## src/rtl/uart_pkg.sv

```systemverilog
// Shared definitions for the parametrised UART receiver and its baud tick generator.
`timescale 1ns/1ps
package uart_pkg;

  typedef enum logic [2:0] {
    ST_IDLE   = 3'd0,
    ST_START  = 3'd1,
    ST_DATA   = 3'd2,
    ST_PARITY = 3'd3,
    ST_STOP   = 3'd4,
    ST_BREAK  = 3'd5
  } uart_state_e;

  // Clamped to 1 so an over-fast baud request still yields a running tick.
  function automatic int unsigned calc_div(input int unsigned clk_freq,
                                           input int unsigned baud,
                                           input int unsigned oversample);
    int unsigned div;
    div = clk_freq / (baud * oversample);
    return (div == 32'd0) ? 32'd1 : div;
  endfunction

  function automatic int unsigned calc_mid(input int unsigned oversample);
    return oversample / 32'd2;
  endfunction

  function automatic bit data_bits_ok(input int unsigned n);
    return (n >= 32'd5) && (n <= 32'd16);
  endfunction

  function automatic bit stop_bits_ok(input int unsigned n);
    return (n == 32'd1) || (n == 32'd2);
  endfunction

  function automatic bit oversample_ok(input int unsigned n);
    return (n >= 32'd8) && ((n % 32'd2) == 32'd0);
  endfunction

  function automatic logic maj3(input logic a, input logic b, input logic c);
    return (a & b) | (a & c) | (b & c);
  endfunction

endpackage

```

## src/rtl/uart_baud_tick.sv

```systemverilog
// Oversampling baud tick: one-cycle pulse every DIV clocks, re-phased by i_restart.
`timescale 1ns/1ps
module uart_baud_tick
  import uart_pkg::*;
#(
  parameter int unsigned CLK_FREQ   = 50_000_000,
  parameter int unsigned BAUD       = 9600,
  parameter int unsigned OVERSAMPLE = 16
) (
  input  logic i_clk,
  input  logic i_reset_n,
  input  logic i_restart,
  output logic o_tick
);

  localparam int unsigned DIV = calc_div(CLK_FREQ, BAUD, OVERSAMPLE);
  localparam int unsigned CW  = (DIV > 32'd1) ? $clog2(DIV) : 32'd1;

  logic [CW-1:0] cnt_r;
  logic          tick_r;

  // Free-running divider; a restart zeroes the phase so ticks line up with the start edge.
  always_ff @(posedge i_clk or negedge i_reset_n) begin
    if (!i_reset_n) begin
      cnt_r  <= '0;
      tick_r <= 1'b0;
    end else if (i_restart) begin
      cnt_r  <= '0;
      tick_r <= 1'b0;
    end else if (cnt_r == CW'(DIV - 32'd1)) begin
      cnt_r  <= '0;
      tick_r <= 1'b1;
    end else begin
      cnt_r  <= cnt_r + CW'(1);
      tick_r <= 1'b0;
    end
  end

  assign o_tick = tick_r;

endmodule

```

## src/rtl/uart_rx_param.sv

```systemverilog
// Parametrised UART receiver with majority-vote sampling and valid/ready output.
// Optional parity checking is enabled with the UART_RX_PARITY_EN macro.
`timescale 1ns/1ps
module uart_rx_param
  import uart_pkg::*;
#(
  parameter int unsigned CLK_FREQ   = 50_000_000,
  parameter int unsigned BAUD       = 9600,
  parameter int unsigned OVERSAMPLE = 16,
  parameter int unsigned DATA_BITS  = 10,
  parameter int unsigned STOP_BITS  = 1
`ifdef UART_RX_PARITY_EN
  ,
  parameter bit          PARITY_ODD = 1'b0
`endif
) (
  input  logic                 i_clk,
  input  logic                 i_reset_n,
  input  logic                 i_rx,
  input  logic                 i_ready,
  output logic [DATA_BITS-1:0] o_data,
  output logic                 o_valid,
  output logic                 o_frame_err,
  output logic                 o_overrun
`ifdef UART_RX_PARITY_EN
  ,
  output logic                 o_parity_err
`endif
);

  localparam int unsigned MID = calc_mid(OVERSAMPLE);
  localparam int unsigned TW  = $clog2(OVERSAMPLE);

  if (!data_bits_ok(DATA_BITS) || !stop_bits_ok(STOP_BITS) || !oversample_ok(OVERSAMPLE)) begin : g_bad_cfg
    $error("uart_rx_param: illegal DATA_BITS, STOP_BITS or OVERSAMPLE");
  end

  uart_state_e          state_r, state_s;
  logic                 rx_meta_r, rx_sync_r, rx_prev_r;
  logic [1:0]           settle_r;
  logic                 armed_r;
  logic                 tick_s, restart_s;
  logic [TW-1:0]        tick_cnt_r;
  logic [1:0]           smp_r;
  logic [4:0]           bit_cnt_r;
  logic [DATA_BITS-1:0] shift_r, data_r;
  logic                 valid_r, frame_err_r, overrun_r;
  logic                 vote_now_s, vote_s, accept_s;
  logic                 load_s, fe_s, ov_s, shift_en_s, bit_clr_s, bit_inc_s;
`ifdef UART_RX_PARITY_EN
  logic                 par_bad_r, parity_err_r, pe_s;
`endif

  uart_baud_tick #(
    .CLK_FREQ  (CLK_FREQ),
    .BAUD      (BAUD),
    .OVERSAMPLE(OVERSAMPLE)
  ) u_baud_tick (
    .i_clk    (i_clk),
    .i_reset_n(i_reset_n),
    .i_restart(restart_s),
    .o_tick   (tick_s)
  );

  // Input synchronizer; armed_r only sets once the flushed line has been seen high.
  always_ff @(posedge i_clk or negedge i_reset_n) begin
    if (!i_reset_n) begin
      rx_meta_r <= 1'b1;
      rx_sync_r <= 1'b1;
      rx_prev_r <= 1'b1;
      settle_r  <= 2'd0;
      armed_r   <= 1'b0;
    end else begin
      rx_meta_r <= i_rx;
      rx_sync_r <= rx_meta_r;
      rx_prev_r <= rx_sync_r;
      settle_r  <= (settle_r == 2'd3) ? 2'd3 : settle_r + 2'd1;
      armed_r   <= armed_r | ((settle_r == 2'd3) & rx_sync_r);
    end
  end

  assign vote_now_s = tick_s && (tick_cnt_r == TW'(MID));
  assign vote_s     = maj3(smp_r[0], smp_r[1], rx_sync_r);
  assign accept_s   = !valid_r || i_ready;

  // Next-state and per-cycle control; all decisions are taken on the vote tick.
  always_comb begin
    state_s    = state_r;
    restart_s  = 1'b0;
    load_s     = 1'b0;
    fe_s       = 1'b0;
    ov_s       = 1'b0;
    shift_en_s = 1'b0;
    bit_clr_s  = 1'b0;
    bit_inc_s  = 1'b0;
`ifdef UART_RX_PARITY_EN
    pe_s       = 1'b0;
`endif
    case (state_r)
      ST_IDLE: begin
        if (armed_r && rx_prev_r && !rx_sync_r) begin
          state_s   = ST_START;
          restart_s = 1'b1;
        end else begin
          state_s = ST_IDLE;
        end
      end
      ST_START: begin
        if (vote_now_s) begin
          state_s   = vote_s ? ST_IDLE : ST_DATA;
          bit_clr_s = 1'b1;
        end else begin
          state_s = ST_START;
        end
      end
      ST_DATA: begin
        if (vote_now_s) begin
          shift_en_s = 1'b1;
          if (bit_cnt_r == 5'(DATA_BITS - 32'd1)) begin
            bit_clr_s = 1'b1;
`ifdef UART_RX_PARITY_EN
            state_s = ST_PARITY;
`else
            state_s = ST_STOP;
`endif
          end else begin
            bit_inc_s = 1'b1;
          end
        end else begin
          state_s = ST_DATA;
        end
      end
`ifdef UART_RX_PARITY_EN
      ST_PARITY: begin
        state_s = vote_now_s ? ST_STOP : ST_PARITY;
      end
`endif
      ST_STOP: begin
        if (vote_now_s) begin
          if (!vote_s) begin
            state_s = ST_BREAK;
            fe_s    = 1'b1;
          end else if (bit_cnt_r == 5'(STOP_BITS - 32'd1)) begin
            state_s = ST_IDLE;
`ifdef UART_RX_PARITY_EN
            pe_s   = par_bad_r;
            load_s = !par_bad_r && accept_s;
            ov_s   = !par_bad_r && !accept_s;
`else
            load_s = accept_s;
            ov_s   = !accept_s;
`endif
          end else begin
            bit_inc_s = 1'b1;
          end
        end else begin
          state_s = ST_STOP;
        end
      end
      ST_BREAK: begin
        state_s = rx_sync_r ? ST_IDLE : ST_BREAK;
      end
      default: begin
        state_s = ST_IDLE;
      end
    endcase
  end

  // Frame-tracking state: FSM, tick/bit position, vote samples and shift register.
  always_ff @(posedge i_clk or negedge i_reset_n) begin
    if (!i_reset_n) begin
      state_r    <= ST_IDLE;
      tick_cnt_r <= '0;
      smp_r      <= 2'b11;
      bit_cnt_r  <= 5'd0;
      shift_r    <= '0;
    end else begin
      state_r <= state_s;
      if (restart_s || (state_r == ST_IDLE)) begin
        tick_cnt_r <= '0;
      end else if (tick_s) begin
        tick_cnt_r <= (tick_cnt_r == TW'(OVERSAMPLE - 32'd1)) ? '0 : tick_cnt_r + TW'(1);
      end
      if (tick_s && (tick_cnt_r == TW'(MID - 32'd2))) begin
        smp_r[0] <= rx_sync_r;
      end
      if (tick_s && (tick_cnt_r == TW'(MID - 32'd1))) begin
        smp_r[1] <= rx_sync_r;
      end
      if (bit_clr_s) begin
        bit_cnt_r <= 5'd0;
      end else if (bit_inc_s) begin
        bit_cnt_r <= bit_cnt_r + 5'd1;
      end
      if (shift_en_s) begin
        shift_r <= {vote_s, shift_r[DATA_BITS-1:1]};
      end
    end
  end

`ifdef UART_RX_PARITY_EN
  // Parity verdict captured at the parity vote, consumed at the final stop bit.
  always_ff @(posedge i_clk or negedge i_reset_n) begin
    if (!i_reset_n) begin
      par_bad_r    <= 1'b0;
      parity_err_r <= 1'b0;
    end else begin
      parity_err_r <= pe_s;
      if (restart_s) begin
        par_bad_r <= 1'b0;
      end else if ((state_r == ST_PARITY) && vote_now_s) begin
        par_bad_r <= (^shift_r) ^ vote_s ^ PARITY_ODD;
      end
    end
  end

  assign o_parity_err = parity_err_r;
`endif

  // Holding register: a load wins over an accept in the same cycle.
  always_ff @(posedge i_clk or negedge i_reset_n) begin
    if (!i_reset_n) begin
      data_r      <= '0;
      valid_r     <= 1'b0;
      frame_err_r <= 1'b0;
      overrun_r   <= 1'b0;
    end else begin
      frame_err_r <= fe_s;
      overrun_r   <= ov_s;
      if (load_s) begin
        data_r  <= shift_r;
        valid_r <= 1'b1;
      end else if (i_ready) begin
        valid_r <= 1'b0;
      end
    end
  end

  assign o_data      = data_r;
  assign o_valid     = valid_r;
  assign o_frame_err = frame_err_r;
  assign o_overrun   = overrun_r;

endmodule

```

## config.mk

```make
export PLATFORM = sky130hd
export DESIGN_NAME = uart_rx_param
export DESIGN_NICKNAME = d
export VERILOG_FILES = /design/src/rtl/uart_pkg.sv /design/src/rtl/uart_baud_tick.sv /design/src/rtl/uart_rx_param.sv
export SDC_FILE = /design/constraint.sdc
export NUM_CORES = 1
export LEC_CHECK = 0
export BUFFER_PORTS_ARGS = -buffer_cell sky130_fd_sc_hd__buf_2
export CORE_ASPECT_RATIO = 0.6
export CORE_UTILIZATION = 50
export CTS_CLUSTER_SIZE = 30
export DETAILED_ROUTE_END_ITERATION = 16
export GPL_TIMING_DRIVEN = 0
export PLACE_DENSITY = 0.71
export REMOVE_ABC_BUFFERS = 1
export SYNTH_ARGS = -nofsm -noshare
export SYNTH_HDL_FRONTEND = slang
export SYNTH_SLANG_ARGS = --single-unit
```

## constraint.sdc

```tcl
create_clock -name i_clk -period 3.65 [get_ports i_clk]
set_input_delay 0 -clock i_clk [delete_from_list [all_inputs] [get_ports i_clk]]
set_output_delay 0 -clock i_clk [all_outputs]
set_load 0.005 [all_outputs]
```

== Word-level counts from Yosys, hierarchy flattened ==
Cells that the tools add are included.
Word-level totals
  input bits: 4
  logic and storage cells: 103
  flip-flop bits (word level): 53
  output and inout port bits: 13
Operators by class
  bitwise logic cells: 7
  mux-type cells: 46
  eq/ne operators: 13
  add/sub/neg operators: 4
  reductions and logical operators: 16
Operators by type and width (number)
  $mux W1: 27
  $mux W3: 6
  $mux W9: 2
  $pmux W3 S5: 1
  $mux W4: 3
  $mux W5: 2
  $add A9 B1 Y9 const B: 1
  $eq A9 B9 Y1 const B: 1
  $eq A4 B3 Y1 const B: 2
  $eq A4 B4 Y1 const B: 2
  $eq A3 B3 Y1 const B: 2
  $mux W2: 3
  $reduce_bool A2 Y1: 3
  $add A5 B1 Y5 const B: 1
  $eq A5 B4 Y1 const B: 1
  $logic_and A1 B1 Y1: 5
  $logic_not A5 Y1: 1
  $add A4 B1 Y4 const B: 1
  $and A1 B1 Y1: 4
  $ne A4 B4 Y1 const B: 1
  $pmux W1 S2: 2
  $eq A3 B1 Y1 const B: 1
  $eq A3 B2 Y1 const B: 1
  $logic_not A1 Y1: 3
  other kinds (7): 10

== Longest topological paths before layout ==
Gate-level depths: netlist (run 1).
  depth after elaboration: 8
  mapped depth: 8
  mapped depth without buffers: 6

== By module ==
Synthesis (run 1) repeated with hierarchy kept, for this count alone.
Unflattened totals
  cells, all modules: 203
  area total of the unflattened synthesis: 2448.6 µm²
Modules (own cells, without submodules)
  uart_rx_param: cells each 156, area an instance 1960.6 µm², instances 1
  uart_baud_tick: cells each 47, area an instance 488.0 µm², instances 1

== Least setup slack after synthesis (run 1) ==
OpenSTA, ideal clock, no wires.
  kind: register to register
  start point: reg tick_cnt_r[0]
  end point: reg data_r[0], in the netlist o_data[0]
  path slack: 1.799 ns
  period minus slack after synthesis: 1.851 ns
  cell stages (with the launch flop): 9
  data required time: 3.525 ns
  arrival: 1.727 ns
  path through: dfrtp_1 > inv_1 > ha_1 > and4b_1 > buf_2 > nand4_1 > nor2b_1 > buf_4 > mux2_2
On the way
  word-level cells in the longest chain between the ends: 4
Ends and longest elaborated chain
  from (decl): RTL line uart_rx_param.sv:43  | logic [TW-1:0] tick_cnt_r;
  from (signal assigned): RTL line uart_rx_param.sv:182  | tick_cnt_r <= (tick_cnt_r == TW'(OVERSAMPLE - 32'd1)) ? '0 : tick_cnt_r + TW'(1);
  $eq A4 B4 Y1: RTL line uart_rx_param.sv:82  | assign vote_now_s = tick_s && (tick_cnt_r == TW'(MID));
  $logic_and A1 B1 Y1: RTL line uart_rx_param.sv:82
  $mux W1: RTL line uart_rx_param.sv:139  | if (vote_now_s) begin
  $mux W1: RTL line uart_rx_param.sv:99  | case (state_r)
  to (signal assigned): RTL line uart_rx_param.sv:231  | data_r <= shift_r;
  to (decl): RTL line uart_rx_param.sv:46  | logic [DATA_BITS-1:0] shift_r, data_r;
Every way passes these cells.
A chain may end at the register's enable or synchronous reset.

== Worst setup path in the final report (run 1) ==
  start point: reg tick_cnt_r[0]
  end point: reg data_r[8], in the netlist o_data[8]
Same word-level chain as after synthesis.

==> results of run 1 <==
[layer usage]
layer	GRT usage, %	vias up	routed length (um)
met1	28.5	769	2230
li1	-	742	-
met3	5.23	4	149
met5	0	-	0
met2	22.4	21	1640
met4	4.99	0	31
[cell usage after synthesis (2+ instances only)]
cell type | number | area [um^2]
buf_2 | 2 | 10.0
mux2i_1 | 3 | 30.0
nor2_1 | 17 | 63.8
nor3_1 | 3 | 15.0
or3_1 | 3 | 18.8
inv_1 | 6 | 22.5
dfstp_2 | 5 | 131
mux2_2 | 22 | 248
and3_1 | 2 | 12.5
nand4b_1 | 2 | 17.5
dfrtp_1 | 48 | 1200
a21oi_1 | 10 | 50.1
nand4_1 | 6 | 37.5
nand3_1 | 7 | 35.0
nand2b_1 | 6 | 37.5
ha_1 | 8 | 100
nor2b_1 | 2 | 12.5
nand2_1 | 10 | 37.5
o21ai_0 | 7 | 35.0
xor2_1 | 7 | 61.3
[metrics by stage]
stage                     setup WS, ps  std cells  util (%)
after floorplan                   1420        193         -
after global routing               799        283      58.3
after detailed placement          1050        272      55.1
after CTS                         1030        283      58.3
after global placement             845        272      55.0
final                             1040        283      58.3
[cells by family (layout without fill, tap and decap cells)]
logic type | after synthesis | count (layout) | synth area share (%)
AOI/OAI and AO/OA | 24 | 24 | 6.71
xor gates and xnor gates | 8 | 8 | 2.94
adders and majority gates | 9 | 9 | 4.66
buffers and inverters | 10 | 33 | 1.89
DFF | 53 | 53 | 55.8
muxes | 25 | 25 | 11.6
and+or+nand+nor | 68 | 68 | 16.4
[cell type report]
cell class              count  area (um^2)
flip-flops and latches     53         1330
well taps                  63         78.8
multi-input cells         134         1010
inverters                   6         22.5
clock buffers               5         68.8
fillers                   376         1910
clock inverters             3         47.5
repair buffers             19          110
[state kept, by name (all words and copies together), names as in the netlist, 2 cells and up]
register / count
o_data: 10
shift_r: 10
u_baud_tick.cnt_r: 9
bit_cnt_r: 5
tick_cnt_r: 4
state_r: 3
settle_r: 2
smp_r: 2
[timing repair]
item,in CTS,in global routing
gates resized for setup,0,0
setup endpoints to repair,0,0
endpoints found under the hold margin,51,0
hold buffers,3,0
[worst paths after layout]
check	start	endpoint	slack, ps	cells past startpoint
min reg2reg	rx_meta_r	rx_sync_r	360	0
max	tick_cnt_r[0]	o_data[8]	1040	6
min in group asynchronous	i_reset_n	o_overrun	440	2
max reg2reg	tick_cnt_r[0]	o_data[8]	1040	6
min	i_rx	rx_meta_r	330	2
max in group asynchronous	i_reset_n	u_baud_tick.cnt_r[1]	2530	2
[power breakdown]
group,internal (mW),switching (mW)
clock network,0.209,0.203
logic,0.0566,0.0625
registers,0.628,0.0526
total,0.894,0.318
==> metrics, run 1 <==
Leak=approximately 1.2 nW; FFs w/ async S/R, synth=between 90% and 100%; sequential cell area fraction in the yosys report=a little under three fifths; Core Area=~4600 um^2; vias in the first global route=roughly 1400; Max Freq=between 0.3 and 0.4 GHz; Crit Path Max Fanout=10; Worst EP required=approximately 3900 ps; CP max stage delay=around 750 ps; count of final max-slew check failures=0; vias per cell=5.43; first-pass GRT wire length=6.90 mm; Detail Placement HPWL=around 2.7 mm; Setup crit end kind=register; CTS tree=done; buffers and inverters on the worst path=1; skew final=approximately 7.4 ps; Die Y=55.5 um; layout cell share with drive strength beyond 1=26.4%; arrival time worst endpoint=approximately 2800 ps; critical path's top delay family=simple AND/OR/NAND/NOR gates; clk sink count=53; # diodes=0; DR WL/cell=approximately 14 um; final WL=between 4 and 5 mm; status=complete, no violations; initial core utilization=~52%; startpoint types=register; grt ovf=0; Tightest Pin Transition=between 1000 and 1500 ps; Ys Warns=0; DRC=0; Hold Slack=roughly 330 ps; Most used DFF post-synth=dfrtp_1; WS Path Type=register to register; Yosys cell types=just over 40; fin crit share=between 70 and 80%; CTS root buf=clkbuf_8; Worst Hold Class=input pin to register; unrepaired setup endpoints after global routing=no; maximum vdd ir drop=0.281 mV; crit path max-delay cell type=nor2b_1; Top Ports=17; power per cell area=between 400 and 500 nW/um^2; critical-path cell list=inv_1 -> ha_1 -> and4b_1 -> nand4_1 -> nor2b_1 -> mux2_2; DR vias=around 1500; Syn Inst Count=197; H-tree depth reported by CTS=2; number of synthesized register bits=53; Core Rows=19; initial antenna violation count=0; Final ANT Viol Nets=0; 1st-iter DRT viols=between 90 and 100; total power=between 1 and 1.5 mW; post-layout minimum cycle time=roughly 2600 ps; Detailed Routing Iterations Pass 1=4; Setup Buffers After CTS=0; gp weighted congestion=between 0.8 and 0.9; count of input and output buffers=16; Syn Std Cell Area=2390 um^2; most common cell after layout, fill and taps aside=dfrtp_1; clk_lat worst skew=slightly above 300 ps; Post-synth EDFFs=0; Die Width=about 90 um; clock slew at reported path FFs=roughly 100 ps; Fin Setup TNS=0 ps; largest net degree at the start of global routing=54; GRT Util Overall=roughly 18%; Slew headroom=about a quarter; area delta synth->final=12.1%; die area=just over 5000 um^2; design area=2680 um^2; placed inst area=2530 um^2; CTS Buf Count=5; Final Hold Vio Count=0; most frequent cells in the layout=dfrtp_1, mux2_2, nor2_1; # Max-Cap Violations=0; fin nets=between 200 and 250; syn_area_per_cell=12.1 um^2; clock buffer depth=2; final-report setup violation count=0
(Power assumes the default switching activity.)
==> inputs of run 2 (changes only) <==
- PLACE_DENSITY: 0.71 -> 0.74
- clock period: 3.65 -> 2.2 ns (I/O delays scaled with it)
==> metrics, run 2 (synthesis gave the netlist of run 1 again) <==
clock buffer depth=2; unrepaired setup endpoints after global routing=no; status=complete, no violations; clk_lat worst skew=between 300 and 400 ps; Final Hold Vio Count=0; hold path cells=2; Top Ports=17; DRC=0; CTS tree=done; placed inst area=roughly 2500 um^2; WS Path Type=register to register; worst reg2reg endpoint=o_data[3]; critical path's top delay family=simple AND/OR/NAND/NOR gates; largest net degree at the start of global routing=54; Leak=between 1 and 1.5 nW; arrival time worst endpoint=2260 ps; initial core utilization=52.0%; fin crit share=just over 90%; DR WL/cell=roughly 14 um; R2R setup slack=~140 ps; H-tree depth reported by CTS=2; critical-path cell list=inv_1 -> ha_1 -> and4b_2 -> nand4_1 -> nor2b_4 -> buf_12 -> mux2_2; maximum vdd ir drop=0.451 mV; Core Rows=19; worst slack at placement=-497 ps; buffers and inverters on the worst path=2; clock slew at reported path FFs=100 ps; count of input and output buffers=16; startpoint types=register; GRT Util Overall=18.0%; clk sink count=53; Fin Setup TNS=0 ps; Hold Slack=330 ps; Worst R2R Start=tick_cnt_r[0]; dpl cells=~270; power per cell area=~740 nW/um^2; Detail Placement HPWL=approximately 2.7 mm; crit path max-delay cell type=dfrtp_2; # diodes=0; Die Y=between 50 and 60 um; fin nets=between 200 and 250; skew final=about 6.9 ps; hold path startpoint=i_rx; Crit Path Max Fanout=10; design area=2730 um^2; area delta synth->final=14.5%; Post-Layout Cell Count=about 290; Final ANT Viol Nets=0; 1st-iter DRT viols=91; Register-to-Register Path Depth=7; grt ovf=0; Core Area=4590 um^2; vias in the first global route=~1500; count of final max-slew check failures=0; gp weighted congestion=0.774; Worst Hold Class=input pin to register; CTS Buf Count=5; Max Freq=approximately 0.49 GHz; CP max stage delay=between 400 and 500 ps; Hold Path End=rx_meta_r; # Max-Cap Violations=0; final WL=4.09 mm; post-layout minimum cycle time=approximately 2100 ps; Detailed Routing Iterations Pass 1=4; Setup crit end kind=register; final core occ=between 50 and 60%; Worst EP required=2400 ps; layout cell share with drive strength beyond 1=28.4%; initial antenna violation count=0; Tightest Pin Transition=approximately 1100 ps; die area=between 5000 and 6000 um^2; first-pass GRT wire length=7.11 mm; CTS root buf=clkbuf_8; DR vias=roughly 1600; vias per cell=between 5 and 6; Die Width=91.2 um; total power=2.01 mW; Slew headroom=between 20% and 30%; most frequent cells in the layout=dfrtp_1, mux2_2, nor2_1; most common cell after layout, fill and taps aside=dfrtp_1; final worst slack=approximately 140 ps; final-report setup violation count=0
[run 2: where the power goes]
part | internal [mW] | total (mW) | switching [mW]
Sequential | 1.04 | 1.13 | 0.0920
Clock | 0.349 | 0.685 | 0.336
Combinational | 0.0925 | 0.194 | 0.101
[run 2: timing repair]
action,in CTS,in global routing
hold buffers,3,0
pin swaps,0,2
gates resized for setup,4,2
setup endpoints to repair,21,20
endpoints found under the hold margin,51,0
setup buffers,1,1
[run 2: worst register-to-register path, cell delays in order, from the launching register on]
cell	delay (ps)
dfrtp_2	450
inv_1	100
ha_1	160
and4b_2	360
nand4_1	220
nor2b_4	190
buf_12	140
mux2_2	340
[run 2: metal layers]
metal,track usage [%],part of all wire (%)
met1,28.0,53
met4,5.44,1.1
met3,4.13,4.3
met2,25.1,42
met5,0,0
[run 2: worst max path at each step]
stage                        startpoint    endpoint  slack (ps)  depth (start not counted)
after floorplan           tick_cnt_r[0]  shift_r[0]         -30                          5
final                     tick_cnt_r[0]   o_data[3]         140                          7
after CTS                 tick_cnt_r[0]   o_data[3]          30                          7
after detailed placement  tick_cnt_r[0]  shift_r[4]        -500                          5
after global routing      tick_cnt_r[0]   o_data[3]          20                          7
after global placement    tick_cnt_r[0]  shift_r[7]        -500                          5
[run 2: cell type report]
cell class | count | area, um^2
clock buffer | 5 | 68.8
clock inverter | 3 | 50.0
fill | 370 | 1850
inverter | 6 | 22.5
multi-input combinational | 134 | 1030
sequential | 53 | 1330
tap | 63 | 78.8
timing repair buffer | 21 | 150
